==> config.mk <==
export PLATFORM = sky130hd
export DESIGN_NAME = audio_ser_tx
export DESIGN_NICKNAME = d
export VERILOG_FILES = /design/src/rtl/audio_ser_tx.sv
export SDC_FILE = /design/constraint.sdc
export NUM_CORES = 1
export LEC_CHECK = 0
export CORE_MARGIN = 1.5
export CORE_UTILIZATION = 49
export CTS_CLUSTER_DIAMETER = 120
export DETAILED_ROUTE_END_ITERATION = 10
export PLACE_DENSITY = 0.76
export SYNTH_ARGS = -nofsm -noshare
export SYNTH_HDL_FRONTEND = slang
export SYNTH_SLANG_ARGS = --single-unit
==> constraint.sdc <==
create_clock -name clk -period 3.3 [get_ports clk]
set_input_delay 0.33 -clock clk [delete_from_list [all_inputs] [get_ports clk]]
set_output_delay 0.33 -clock clk [all_outputs]
set_load 0.02 [all_outputs]
==> src/rtl/audio_ser_tx.sv <==
// Stereo left-justified serial audio transmitter.
// A one-pair holding buffer feeds a 2*WIDTH-bit shift register, so the next
// pair can be accepted while the current frame is still being shifted out.
// The bit clock stops, and underrun pulses, when a frame ends with no pair waiting.
module audio_ser_tx #(
    parameter int WIDTH     = 24,
    parameter int BCLK_HALF = 2
) (
    input  logic             clk,
    input  logic             rst,
    input  logic [WIDTH-1:0] in_left,
    input  logic [WIDTH-1:0] in_right,
    input  logic             in_valid,
    output logic             in_ready,
    output logic             sclk,
    output logic             lrclk,
    output logic             sdata,
    output logic             busy,
    output logic             underrun
);

    localparam int DIV_W = (BCLK_HALF > 1) ? $clog2(BCLK_HALF) : 1;
    localparam int BIT_W = $clog2(2 * WIDTH);
    localparam logic [DIV_W-1:0] DIV_LAST  = DIV_W'(BCLK_HALF - 1);
    localparam logic [BIT_W-1:0] BIT_LAST  = BIT_W'(2 * WIDTH - 1);
    localparam logic [BIT_W-1:0] LEFT_LAST = BIT_W'(WIDTH - 1);

    typedef enum logic {IDLE, RUN} state_t;

    state_t             state_q, state_d;
    logic               buf_full_q, buf_full_d;
    logic [WIDTH-1:0]   buf_l_q, buf_l_d;
    logic [WIDTH-1:0]   buf_r_q, buf_r_d;
    logic [2*WIDTH-1:0] shift_q, shift_d;
    logic [DIV_W-1:0]   div_cnt_q, div_cnt_d;
    logic [BIT_W-1:0]   bit_cnt_q, bit_cnt_d;
    logic               sclk_q, sclk_d;
    logic               lrclk_q, lrclk_d;
    logic               sdata_q, sdata_d;
    logic               underrun_q, underrun_d;

    logic accept;
    logic fall;
    logic frame_end;
    logic load;

    assign accept    = in_valid && !buf_full_q;
    assign fall      = (state_q == RUN) && (div_cnt_q == DIV_LAST) && sclk_q;
    assign frame_end = fall && (bit_cnt_q == BIT_LAST);
    // A waiting pair starts a frame from IDLE, or chains directly at frame end.
    assign load      = buf_full_q && ((state_q == IDLE) || frame_end);

    // Next-state logic: buffer handshake, bit-clock divider, shifting and frame sequencing.
    always_comb begin
        state_d    = state_q;
        buf_full_d = buf_full_q;
        buf_l_d    = buf_l_q;
        buf_r_d    = buf_r_q;
        shift_d    = shift_q;
        div_cnt_d  = div_cnt_q;
        bit_cnt_d  = bit_cnt_q;
        sclk_d     = sclk_q;
        lrclk_d    = lrclk_q;
        sdata_d    = sdata_q;
        underrun_d = 1'b0;

        if (accept) begin
            buf_full_d = 1'b1;
            buf_l_d    = in_left;
            buf_r_d    = in_right;
        end

        if (state_q == RUN) begin
            if (div_cnt_q == DIV_LAST) begin
                div_cnt_d = '0;
                sclk_d    = !sclk_q;
            end else begin
                div_cnt_d = div_cnt_q + DIV_W'(1);
            end
        end

        // Data and word select only move on the falling bit-clock edge.
        if (fall && !frame_end) begin
            bit_cnt_d = bit_cnt_q + BIT_W'(1);
            shift_d   = shift_q << 1;
            sdata_d   = shift_q[2*WIDTH-2];
            lrclk_d   = lrclk_q || (bit_cnt_q == LEFT_LAST);
        end

        if (frame_end && !buf_full_q) begin
            state_d    = IDLE;
            bit_cnt_d  = '0;
            sclk_d     = 1'b0;
            lrclk_d    = 1'b0;
            sdata_d    = 1'b0;
            underrun_d = 1'b1;
        end

        if (load) begin
            state_d    = RUN;
            buf_full_d = 1'b0;
            shift_d    = {buf_l_q, buf_r_q};
            div_cnt_d  = '0;
            bit_cnt_d  = '0;
            sclk_d     = 1'b0;
            lrclk_d    = 1'b0;
            sdata_d    = buf_l_q[WIDTH-1];
        end
    end

    // Control state and serial outputs, cleared asynchronously.
    always_ff @(posedge clk or posedge rst) begin
        if (rst) begin
            state_q    <= IDLE;
            buf_full_q <= 1'b0;
            div_cnt_q  <= '0;
            bit_cnt_q  <= '0;
            sclk_q     <= 1'b0;
            lrclk_q    <= 1'b0;
            sdata_q    <= 1'b0;
            underrun_q <= 1'b0;
        end else begin
            state_q    <= state_d;
            buf_full_q <= buf_full_d;
            div_cnt_q  <= div_cnt_d;
            bit_cnt_q  <= bit_cnt_d;
            sclk_q     <= sclk_d;
            lrclk_q    <= lrclk_d;
            sdata_q    <= sdata_d;
            underrun_q <= underrun_d;
        end
    end

    // Sample storage; contents are qualified by buf_full_q and state, so no reset.
    always_ff @(posedge clk) begin
        buf_l_q <= buf_l_d;
        buf_r_q <= buf_r_d;
        shift_q <= shift_d;
    end

    assign in_ready = !buf_full_q;
    assign sclk     = sclk_q;
    assign lrclk    = lrclk_q;
    assign sdata    = sdata_q;
    assign busy     = (state_q == RUN);
    assign underrun = underrun_q;

endmodule

# Word level (Yosys, flattened, before mapping)

Index checks and enable logic that the tools add are counted.
Widths: inputs -> output; s select.

$add $sub $neg: 2
Equality and inequality tests: 2
Multiplexer cells: 23
Bitwise operators: 1
Reductions and logical operators: 20

Operators with widths:

| cell                | count |
|---|---|
| $mux 47             | 2 |
| $mux 1              | 18 |
| $mux 6              | 3 |
| $reduce_bool 3->1   | 3 |
| $reduce_bool 2->1   | 4 |
| $logic_and 1x1->1   | 7 |
| $add 6x1->6 const B | 1 |
| $eq 6x5->1 const B  | 1 |
| $eq 6x6->1 const B  | 1 |
| $logic_not 1->1     | 3 |
| $logic_or 1x1->1    | 2 |
| $reduce_and 2->1    | 1 |
| $add 1x1->1 const B | 1 |
| $not 1->1           | 1 |

Flip-flop bits (word level): 108
Input bits: 51
Output and inout port bits: 6
Logic and storage cells: 59

# Depth between registers and ports, before layout

Gate-level depths: netlist (run 1).

Depth after elaboration: 8
Mapped depth: 7
Depth with buffers taken out: 5

# Least setup slack after synthesis (run 1)

OpenSTA, ideal clock, no wires.

Kind: register to register
Start: register state_q, in the netlist busy
End: register shift_q[0], enable pin
Setup time: 452 ps
Arrival time: 2976 ps
Data required time: 2848 ps
Setup slack: -128 ps
Cell stages (with the launch flop): 6
Path buffers: 2
Period minus slack after synthesis: 3428 ps
Cell sequence: dfrtp_1 > buf_2 > and3_1 > buf_2 > nor2_1 > nor2_1

Longest elaborated chain between the ends: 6
Elaborated cells on any way between the ends: 9
Those cells by class: bitwise (1); reduce/logical (8)

RTL lines:

| element                                             | RTL line | text |
|---|---|---|
| start: declaration                                  | 30       | `state_t state_q, state_d;` |
| start signal: assignment                            | 123      | `state_q <= state_d;` |
| $logic_and 1x1->1 (2 in a row)                      | 48       | `assign fall = (state_q == RUN) && (div_cnt_q == DIV_LAST) && sclk_q;` |
| $logic_and 1x1->1                                   | 49       | `assign frame_end = fall && (bit_cnt_q == BIT_LAST);` |
| $logic_or 1x1->1 or $logic_not 1->1 (tied branches) | 51, 83   |  |
| $logic_and 1x1->1 (on tied branches)                | 51, 83   |  |
| $reduce_bool 2->1 (no source line) *                | -        |  |
| end signal: assignment                              | 138      | `shift_q <= shift_d;` |
| end: declaration                                    | 34       | `logic [2*WIDTH-1:0] shift_q, shift_d;` |

Every way passes the cells marked *; elsewhere a longest branch is shown, timed or not.
A chain may end at the register's enable or synchronous reset.

# Worst setup path after layout (run 1)

Start: register state_q, in the netlist busy
End: register shift_q[39], enable pin

The elaborated chain is that of the path after synthesis.

==> results_dict.tcl, run 1 <==
set metrics [dict create \
    grt-busiest-layer "met2" \
    netSwitchingFraction_pct 23.7 \
    synth_area_leaders "edfxtp_1 (70%), mux2_2 (11%), dfrtp_1 (8.0%)" \
    cp.required_ns 3.36 \
    p_per_area_nw_per_um2 618 \
    seq_area_frac_synth_pct 77.8 \
    internal_power_mw 2.34 \
    fin_crit_ns 2.21 \
    synthFlopType "edfxtp_1" \
    start_util_pct 50.2 \
    ff2ff_path_depth 4 \
    cts_root_buf "clkbuf_8" \
    grt_pass1_wl_um 9600 \
    fin_nets 332 \
    gr-total-overflow 0 \
    cap_violations 0 \
    synth.cell_area_um2 4090 \
    rsz0062_at_grt "no" \
    synth_common_cells "edfxtp_1 (95), mux2_2 (40), dfrtp_1 (13)" \
    synth.avg_cell_area_um2 18.8 \
    clock-sinks 108 \
    setup_violations 0 \
    yosysWarnings 0 \
    cts_tree "yes" \
    drt-vias-per-instance 5.13 \
    p_seq_share_pct 60.1 \
    grt_pass1_vias 2036 \
    cts_resized 0 \
    dp.cells 374 \
    worstHoldPathType "in2async" \
    synthCells 217 \
    crit_path_start_kind "flop" \
    combPwrFrac_pct 14.4 \
    wl_um 5790 \
    tightest_slew_ns 0.718 \
    outcome "finished, final reports clean" \
    skew_ns 0.0120 \
    hold_viol_final 0 \
    met1_usage_pct 19.8 \
    met3_usage_pct 4.45 \
    pwr-share-clk_pct 25.5 \
    path_clk_slew_ns 0.10 \
    holdWs_ns 0.290 \
    dp_hpwl_um 3720 \
    critPathKind "reg2reg" \
    synth_async_sr_flop_share_pct 12.0 \
    core-area_um2 8130 \
    grt_start_max_net_pins 50 \
    slew_headroom_pct 52.0 \
    synth_top_area_share_pct 69.8 \
    ys_types 34 \
    synthAdderAreaFrac_pct 0.306 \
    drc 0 \
    cp_slowest_stage_delay_ns 0.60 \
    rows 33 \
    cp_max_fo 26 \
    cts.path.max_buffers 2 \
    synth_compound_area_share_pct 2.14 \
    die_w_um 94.3 \
    cpMaxStageDelayCell "nor2_4" \
    antenna_found_initial 0 \
    synth.most_common_cell "edfxtp_1" \
    grt_use_met2_pct 22.2 \
    power_leakage_nw 1.67 \
    place_congestion 0.809 \
    p_sw_mw 0.729 \
    peakVddDrop_mv 0.346 \
    tns_ns 0 \
    synth_edf_count 95 \
    timing.final.max_slew_violations 0 \
    vias 2002 \
    cts_hold_buf 0 \
    yosys.area_share.simple_pct 4.32 \
    synth_xor_xnor_area_share_pct 0.857 \
    period_share_pct 67.0 \
    postRouteAntennaNets 0 \
    synth_nets 269 \
    io_pins 57 \
    antenna_cells 0 \
    drtIter0Drc 104 \
    drt_pass1_iterations 4 \
    dieArea_um2 8900 \
    numCtsBuffers 9 \
    final_cells 390 \
    clock.fmax_mhz 452 \
    synth-seq-cells 108 \
    areaGrowthSynthToFinish_pct 21.6 \
    crit_arrival_ns 2.27 \
    synth_mux_area_share_pct 13.0 \
    synth_top_family_by_area "multiplexers" \
    wl_per_cell_um 14.9 \
    synth.largest_area_cell "edfxtp_1" \
    grt_usage_pct 14.6 \
    die_h_um 94.3 \
    postCtsSetupRepairBufs 0 \
    endpoint_kind "flop" \
    cts.htree.levels 3 \
    clkLatencyLatePin_ns 0.36 \
    crit_chain "and3_1 > nor2_1 > nor2_4 > buf_4" \
    drive_above_1_share_pct 21.8 \
    port_buffers 56 \
]
## layer usage
metal	vias to the layer above	wire length, um
met5	-	0
met2	56	2890
met3	6	250
met4	0	64
li1	959	-
met1	981	2590
## worst paths after layout
check / slack [ns] / from / endpoint
worst max-delay path: 1.09 / busy / shift_q[39]
worst min-delay path: 0.29 / rst / busy
worst max register to register: 1.09 / busy / shift_q[39]
worst min register to register: 0.51 / lrclk / lrclk
max in group asynchronous: 2.67 / rst / bit_cnt_q[3]
min in group clk: 0.51 / lrclk / lrclk
## power groups by stage
stage                     Combinational (mW)  Clock, mW  Sequential [mW]
after floorplan                        0.269          0             1.86
after global placement                 0.424          0             1.87
after detailed placement               0.446          0             1.87
after CTS                              0.447      0.807             1.85
after global routing                   0.491      0.866             1.88
final                                  0.441      0.784             1.85
## cells by family after synthesis
| family | count (synthesis) |
|---|---|
| flip-flops | 108 |
| multiplexers | 47 |
| AND/OR/NAND/NOR | 33 |
| AO/OA/AOI/OAI | 14 |
| buffers and inverters | 10 |
| XOR/XNOR | 4 |
| adder cells (fa/ha/maj) | 1 |
## cell type report
type / instances / area [um2]
sequential: 108 / 3180
fill: 574 / 3170
multi-input combinational: 99 / 863
timing repair buffer: 60 / 591
tap: 105 / 131
clock buffer: 9 / 124
clock inverter: 7 / 73.8
inverter: 2 / 7.51
## through the flow
step / instance area, um2 / power (mW) / utilization, % / worst slack (ns)
2_1_floorplan: 4090 / 2.13 / - / 0.185
3_3_place_gp: 4770 / 2.30 / 58.7 / 1.15
3_5_place_dp: 4770 / 2.32 / 58.7 / 1.10
4_1_cts: 4970 / 3.10 / 61.1 / 1.09
5_1_grt: 4970 / 3.23 / 61.1 / 0.916
6_report: 4970 / 3.07 / 61.1 / 1.09
## critical path, delay by kind of cell (launching register included)
family / cells / cell delay (ns)
buf+inv: 1 / 0.33
flops: 1 / 0.52
simple gates: 3 / 1.05
## layout by cell type (no fill, tap or decap), types with 2 or more instances in the layout
| cell | instances |
|---|---|
| edfxtp_1 | 95 |
| clkdlybuf4s50_1 | 56 |
| mux2_2 | 40 |
| dfrtp_1 | 13 |
| nor2_1 | 10 |
| clkbuf_8 | 9 |
| mux2_1 | 7 |
| nand2_1 | 5 |
| o21ai_0 | 5 |
| buf_4 | 4 |
| xor2_1 | 3 |
| nand4_1 | 2 |
| nand4b_1 | 2 |
| inv_1 | 2 |
| and2_1 | 2 |
| nand3_1 | 2 |
| a21oi_1 | 2 |
| clkinv_4 | 2 |
| inv_6 | 2 |
## state kept, by name, indices dropped and copies added (netlist names)
signal	cells
sdata	1
bit_cnt_q	6
div_cnt_q	1
shift_q	47
underrun	1
buf_full_q	1
busy	1
lrclk	1
buf_r_q	24
buf_l_q	24
sclk	1
(Power assumes the default switching activity.)
==> inputs of run 2 (changes only) <==
clock period = 2 ns   (was 3.3 ns; I/O delays follow)
==> run 2 against run 1 <==
  * Clock power up 63%
  * Critical endpoint is now shift_q[40]
  * Routed wire length up 5.8%
  * Core utilization up 0.91 points
  * Fmax up 17%
  * Global-route usage up 0.16 points
==> results_dict.tcl, run 2 (synthesis gave the netlist of run 1 again) <==
set metrics [dict create \
    outcome "finished, final reports clean" \
    clock-sinks 108 \
    reg_top3 "shift_q (47), buf_l_q (24), buf_r_q (24)" \
    regArea_um2 3180 \
    drt_pass1_iterations 4 \
    crit_arrival_ns 1.99 \
    path_clk_slew_ns 0.10 \
    cp_max_fo 25 \
    worstHoldPathType "in2async" \
    dp.cells 375 \
    timing.final.max_slew_violations 0 \
    antenna_found_initial 0 \
    final_cells 392 \
    crit_path_start_kind "flop" \
    core-area_um2 8130 \
    fillers 594 \
    dp_hpwl_um 3810 \
    peakVddDrop_mv 0.511 \
    largest_reg_flops 47 \
    setup_violations 0 \
    multiInputGateArea_um2 868 \
    grt_pass1_wl_um 9780 \
    dieArea_um2 8900 \
    holdWs_ns 0.180 \
    power_leakage_nw 1.68 \
    clkLatencyLatePin_ns 0.35 \
    die_w_um 94.3 \
    drive_above_1_share_pct 23.3 \
    p_per_area_nw_per_um2 1010 \
    drtIter0Drc 86 \
    gr-total-overflow 0 \
    numCtsBuffers 9 \
    cp.required_ns 2.09 \
    utilization_pct 62.0 \
    grt_usage_pct 14.7 \
    rsz0062_at_grt "no" \
    postRouteAntennaNets 0 \
    fin_crit_ns 1.89 \
    hold_viol_final 0 \
    vias 2040 \
    mostFrequentLayoutCells "edfxtp_1 (95), clkdlybuf4s50_1 (56), mux2_2 (40)" \
    cts.path.max_buffers 2 \
    io_pins 57 \
    wl_per_cell_um 15.6 \
    skew_ns 0.00846 \
    cts.htree.levels 3 \
    cts_tree "yes" \
    areaGrowthSynthToFinish_pct 23.4 \
    endpoint_kind "flop" \
    clock.fmax_mhz 529 \
    drc 0 \
    total_power_mw 5.08 \
    tns_ns 0 \
    regMostFlops "shift_q" \
    grt_start_max_net_pins 50 \
    fin_nets 334 \
    critPathLaunch "bit_cnt_q[0]" \
    grt_pass1_vias 2036 \
    drt-vias-per-instance 5.20 \
    cap_violations 0 \
    final_common_cell "edfxtp_1" \
    rows 33 \
    slew_headroom_pct 62.8 \
    place_congestion 0.866 \
    antenna_cells 0 \
    die_h_um 94.3 \
    wl_um 6130 \
    start_util_pct 50.2 \
    tightest_slew_ns 0.554 \
    rr_startpoint "bit_cnt_q[0]" \
    period_share_pct 94.6 \
    postCtsSetupRepairBufs 0 \
    critPathKind "reg2reg" \
    cts_root_buf "clkbuf_8" \
    port_buffers 56 \
]
## run 2: changes by cell type in the layout (fill, tap and decap cells not counted), sizes merged
cell,change
inv,-2
clkinv,-2
buf,+1
clkbuf,+3
clkinvlp,+2
## run 2: cell type report
cell class	instances	share of cell area (%)
Clock inverter	5	1.24
Tap cell	105	2.61
Sequential cell	108	63.1
Clock buffer	11	2.61
Multi-Input combinational cell	99	17.2
Timing Repair Buffer	62	13.1
Inverter	2	0.149
## run 2: power breakdown
part	internal [mW]	total, mW	switching, mW
logic	0.411	0.746	0.335
registers	2.88	3.05	0.166
clock network	0.585	1.28	0.698
## run 2: worst max-delay path, cell delays in order, from the launching register on
cell and delay, ns:
dfrtp_1 0.41, ha_2 0.24, nand4_1 0.16, o21ai_4 0.23, buf_12 0.22, mux2_1 0.37
## run 2: per-layer routing
metal  up-vias  GRT usage (%)  routed length [um]
li1        962              -                   -
met3         4           3.24                 278
met1      1010           20.2                2850
met4         0           4.85                  42
met2        64           23.6                2960
met5         -              0                   0
## run 2: metrics by stage
| step | instance area [um2] | setup WS, ns |
|---|---|---|
| floorplan | 4120 | 0.0141 |
| global placement | 4820 | 0.114 |
| detailed placement | 4820 | 0.0924 |
| CTS | 5020 | 0.0572 |
| global route | 5040 | 0.0496 |
| finish | 5040 | 0.109 |
## run 2: timing repair
action	in CTS	in global routing
endpoints found under the setup margin	0	31
hold buffers	0	0
gates resized for setup	0	0
endpoints found under the hold margin	0	0
## run 2: final timing paths
check / endpoint / slack (ns) / depth (start not counted)
min: div_cnt_q / 0.18 / 2
max reg2reg: shift_q[40] / 0.11 / 5
max: shift_q[40] / 0.11 / 5
min reg2reg: lrclk / 0.52 / 2
min in group clk: buf_l_q[9] / 0.40 / 1
max in group asynchronous: busy / 1.47 / 2
==> inputs of run 3 (changes only) <==
CORE_UTILIZATION = 58   (was 49)
PLACE_DENSITY = 0.84   (was 0.76)
clock period = 2.4 ns   (was 2 ns; I/O delays follow)
==> run 3 against run 2 <==
  * Via count shrank 2.1%
  * Sequential power down 17%
  * First-iteration DRC count is 20% higher
  * Register-to-register slack better by 0.31 ns
  * Hold slack gained 0.023 ns
  * Power down 17%
  * Final area fell by 1.4%
  * Combinational power is 18% lower
==> results_dict.tcl, run 3 (synthesis gave the netlist of run 1 again) <==
set metrics [dict create \
    critical_path_buf_inv_count 1 \
    postRouteAntennaNets 0 \
    rows 30 \
    reg_top3 "shift_q (47), buf_l_q (24), buf_r_q (24)" \
    grt_start_max_net_pins 50 \
    die_w_um 86.9 \
    core-area_um2 6790 \
    cts_tree "yes" \
    tightest_slew_ns 0.516 \
    final_common_cell "edfxtp_1" \
    endpoint_kind "flop" \
    clock-sinks 108 \
    fin_crit_ns 1.98 \
    p_per_area_nw_per_um2 846 \
    rsz0062_at_grt "no" \
    post-place-ws_ns 0.444 \
    slew_headroom_pct 65.3 \
    worst_slack_ns 0.416 \
    utilization_pct 73.2 \
    peakVddDrop_mv 0.428 \
    drc 0 \
    clock.fmax_mhz 504 \
    period_share_pct 82.7 \
    cts_root_buf "clkbuf_8" \
    dp_hpwl_um 4050 \
    total_power_mw 4.20 \
    cap_violations 0 \
    setup_violations 0 \
    place_congestion 0.855 \
    antenna_cells 0 \
    cp_max_fo 49 \
    skew_ns 0.0138 \
    io_pins 57 \
    regMostFlops "shift_q" \
    path_clk_slew_ns 0.10 \
    die_h_um 86.9 \
    crit_path_start_kind "flop" \
    timing.final.max_slew_violations 0 \
    numCtsBuffers 9 \
    drt_pass1_iterations 4 \
    grt_pass1_vias 2120 \
    cts.path.max_buffers 2 \
    postCtsSetupRepairBufs 0 \
    vias 1998 \
    crit_chain "ha_1 > nand4_1 > o21ai_4 > buf_12 > mux2_2" \
    worstHoldPathType "in2async" \
    cts_hold_buf 0 \
    cpLargestDelayFamily "flip-flops" \
    fin_nets 332 \
    outcome "finished, final reports clean" \
    gr-total-overflow 0 \
    dpl_cell_area_um2 4780 \
    cts.htree.levels 3 \
    crit_cells 5 \
    tns_ns 0 \
    grt_pass1_wl_um 10000 \
    grt_usage_pct 18.0 \
    drt-vias-per-instance 5.24 \
    wl_per_cell_um 16.0 \
    largest_reg_flops 47 \
    hold_viol_final 0 \
    power_leakage_nw 1.66 \
    cp_slowest_stage_delay_ns 0.41 \
    port_buffers 56 \
    areaGrowthSynthToFinish_pct 21.6 \
    mostFrequentLayoutCells "edfxtp_1 (95), clkdlybuf4s50_1 (56), mux2_2 (40)" \
    wl_um 6120 \
    clkLatencyLatePin_ns 0.35 \
    drive_above_1_share_pct 21.1 \
    crit_arrival_ns 2.08 \
    ff2ff_path_depth 5 \
    antenna_found_initial 0 \
    drtIter0Drc 103 \
    start_util_pct 60.1 \
    critPathKind "reg2reg" \
    dieArea_um2 7560 \
    postLayoutCellArea_um2 4970 \
    cts_resized 0 \
    cp.required_ns 2.50 \
    cpMaxStageDelayCell "dfrtp_1" \
]
-- run 3: cell type report --
cell class,instances,area [um2]
fill,438,1820
clock inverter,4,51.3
tap,96,120
inverter,2,7.51
multi-input combinational,99,863
timing repair buffer,60,616
sequential,108,3180
clock buffer,12,135
-- run 3: power by group --
| group | switching [mW] | internal (mW) |
|---|---|---|
| registers | 0.139 | 2.40 |
| clock network | 0.563 | 0.485 |
| logic | 0.286 | 0.328 |
-- run 3: metal layers --
| layer | wire length [um] | global-route usage [%] | vias up |
|---|---|---|---|
| met3 | 268 | 4.08 | 11 |
| li1 | - | - | 953 |
| met2 | 3060 | 29.4 | 64 |
| met5 | 0 | 0 | - |
| met4 | 93 | 6.89 | 0 |
| met1 | 2700 | 23.9 | 970 |
-- run 3: path summary, 6_finish.rpt --
kind                                   start            to  slack, ns
worst min register to register         lrclk         lrclk       0.51
max in group asynchronous                rst  bit_cnt_q[1]       1.86
worst max-delay path            bit_cnt_q[0]   shift_q[23]       0.42
worst max register to register  bit_cnt_q[0]   shift_q[23]       0.42
min in group clk                  in_left[6]    buf_l_q[6]       0.43
worst min-delay path                     rst  bit_cnt_q[2]       0.20
-- run 3: per-stage QoR --
step / instances / hold WS, ns
after global placement: 365 / 0.494
final: 381 / 0.203
after floorplan: 217 / 0.117
after CTS: 381 / 0.223
after global routing: 381 / 0.255
after detailed placement: 365 / 0.498
==> edit, RTL diff (settings of run 3) <==
Remove the register `underrun_q`: a continuous assignment takes its place, so the output `underrun` follows one clock earlier.
--- a/src/rtl/audio_ser_tx.sv
+++ b/src/rtl/audio_ser_tx.sv
@@ -119,5 +119,4 @@
             lrclk_q    <= 1'b0;
             sdata_q    <= 1'b0;
-            underrun_q <= 1'b0;
         end else begin
             state_q    <= state_d;
@@ -128,7 +127,8 @@
             lrclk_q    <= lrclk_d;
             sdata_q    <= sdata_d;
-            underrun_q <= underrun_d;
         end
     end
+
+    assign underrun_q = underrun_d;
 
     // Sample storage; contents are qualified by buf_full_q and state, so no reset.
Function: no difference found for any inputs over 10 cycles, from zero or initial values and one cycle with rst high; that may be too few to reach the edited logic, so the function may still have changed.
==> edit against run 3 <==
Power rose by 0.34%; area after synthesis down 0.61%; routed wire length decreased by 0.29%; design area rose by 0.10%; sequential power hardly changed; global-route usage down 0.12 points; worst setup slack got worse by 0.023 ns; sequential cell count shrank 1; combinational power up 3%; via count rose by 1.2%; largest power group unchanged.
==> edit: results (changes against run 3) <==
drive_gt1_share_pct: 22.1  # was 21.1%
peakVddDrop_uv: 428  # about the same
cts_max_path_buffers: 2  # unchanged
cts_buffers: 9  # unchanged
place_area_um2: 4780  # about the same
first_global_vias: 2085  # was 2120
skew_ns: 0.00652  # was 0.0138 ns
vias_per_cell: 5.31  # was 5.24
ys_seq_area_share_pct: 77.6  # was 77.8%
hpwl_mm: 4.03  # was 4.05 mm
cts.clk_slew.worst_paths_ns: 0.09
port_buffers: 56  # unchanged
yosysWarnings: 0  # unchanged
grt_pass1_wl_mm: 9.89  # was 10.0 mm
power.net_switching_mw: 1.01  # was 0.988 mW
finish.instance_area_um2: 4980  # was 4970 µm²
critPathMaxFanout: 17  # was 49
critPathArrivalTime_ns: 2.11  # was 2.08 ns
ys_top_cells_by_count: "edfxtp_1, mux2_2, dfrtp_1, nor2_1, mux2_1"  # unchanged
dp_cells: 365  # unchanged
cp_slowest_stage_delay_ns: 0.42
syn_nets: 268  # was 269
worst_pin_slew_ns: 0.527  # was 0.516 ns
wl_mm: 6.10  # was 6.12 mm
p_leak_nw: 1.68  # was 1.66 nW
pre_cts_slack_ns: 0.414  # was 0.444 ns
fillers: 416  # was 438
cts_root_buf: "clkbuf_8"  # unchanged
grt.total_usage_pct: 17.9  # was 18.0%
power_mw: 4.22  # was 4.20 mW
seq_power_share_pct: 59.9  # was 60.5%
dr_total_vias: 2022  # was 1998
synthArstFlopShare_pct: 11.2  # was 12.0%
outcome: "finished clean"  # unchanged
dr.first_iter.drc_count: 143  # was 103
synth.avg_cell_area_um2: 18.8  # about the same
power_frac_clock_pct: 25.1  # was 24.9%
grt_max_degree: 49  # was 50
gp_congestion: 0.810  # was 0.855
yosys-top-cells-area: "edfxtp_1, mux2_2, dfrtp_1, mux2_1, nor2_1"  # unchanged
edit: cell types whose count changed after synthesis:
cell            run 3  this run
dfrtp_1            13        12
edit: worst max-delay path: cells and delay by family (launching register included):
kind	cells	cell delay [ns]
buffers and inverters	1	0.27
and+or+nand+nor	1	0.19
AOI/OAI and AO/OA	1	0.22
adders and majority gates	1	0.29
DFF	1	0.42
muxes	1	0.36
edit: area by class of cell:
class / count / share of cell area, %
clock buffer: 10 / 2.56
clock inverter: 6 / 1.33
inverter: 2 / 0.151
multi-input combinational: 99 / 17.3
sequential: 107 / 63.4
tap: 96 / 2.41
timing repair buffer: 61 / 12.8
edit: logic make-up after synthesis:
| logic type | count (synthesis) | synth area share (%) |
|---|---|---|
| flip-flops | 107 | 77.6 |
| adder cells (fa/ha/maj) | 1 | 0.308 |
| XOR/XNOR | 4 | 0.863 |
| multiplexers | 47 | 13.0 |
| AND/OR/NAND/NOR | 33 | 4.34 |
| AO/OA/AOI/OAI | 14 | 2.16 |
| buffers and inverters | 10 | 1.66 |
edit: metal layers:
layer / share of wire [%] / up-vias / track usage (%)
li1: - / 956 / -
met1: 42 / 983 / 23.5
met2: 51 / 69 / 28.8
met3: 4.8 / 14 / 3.14
met4: 2.5 / 0 / 9.53
met5: 0 / - / 0
edit: path summary, 6_finish.rpt:
kind	from	endpoint	slack, ns	cells past startpoint
worst max-delay path	bit_cnt_q[0]	shift_q[37]	0.39	5
worst min-delay path	rst	buf_full_q	0.20	2
worst max register to register	bit_cnt_q[0]	shift_q[37]	0.39	5
worst min register to register	sdata	sdata	0.54	2
max in group asynchronous	rst	bit_cnt_q[4]	1.89	2
min in group clk	in_left[5]	buf_l_q[5]	0.43	1
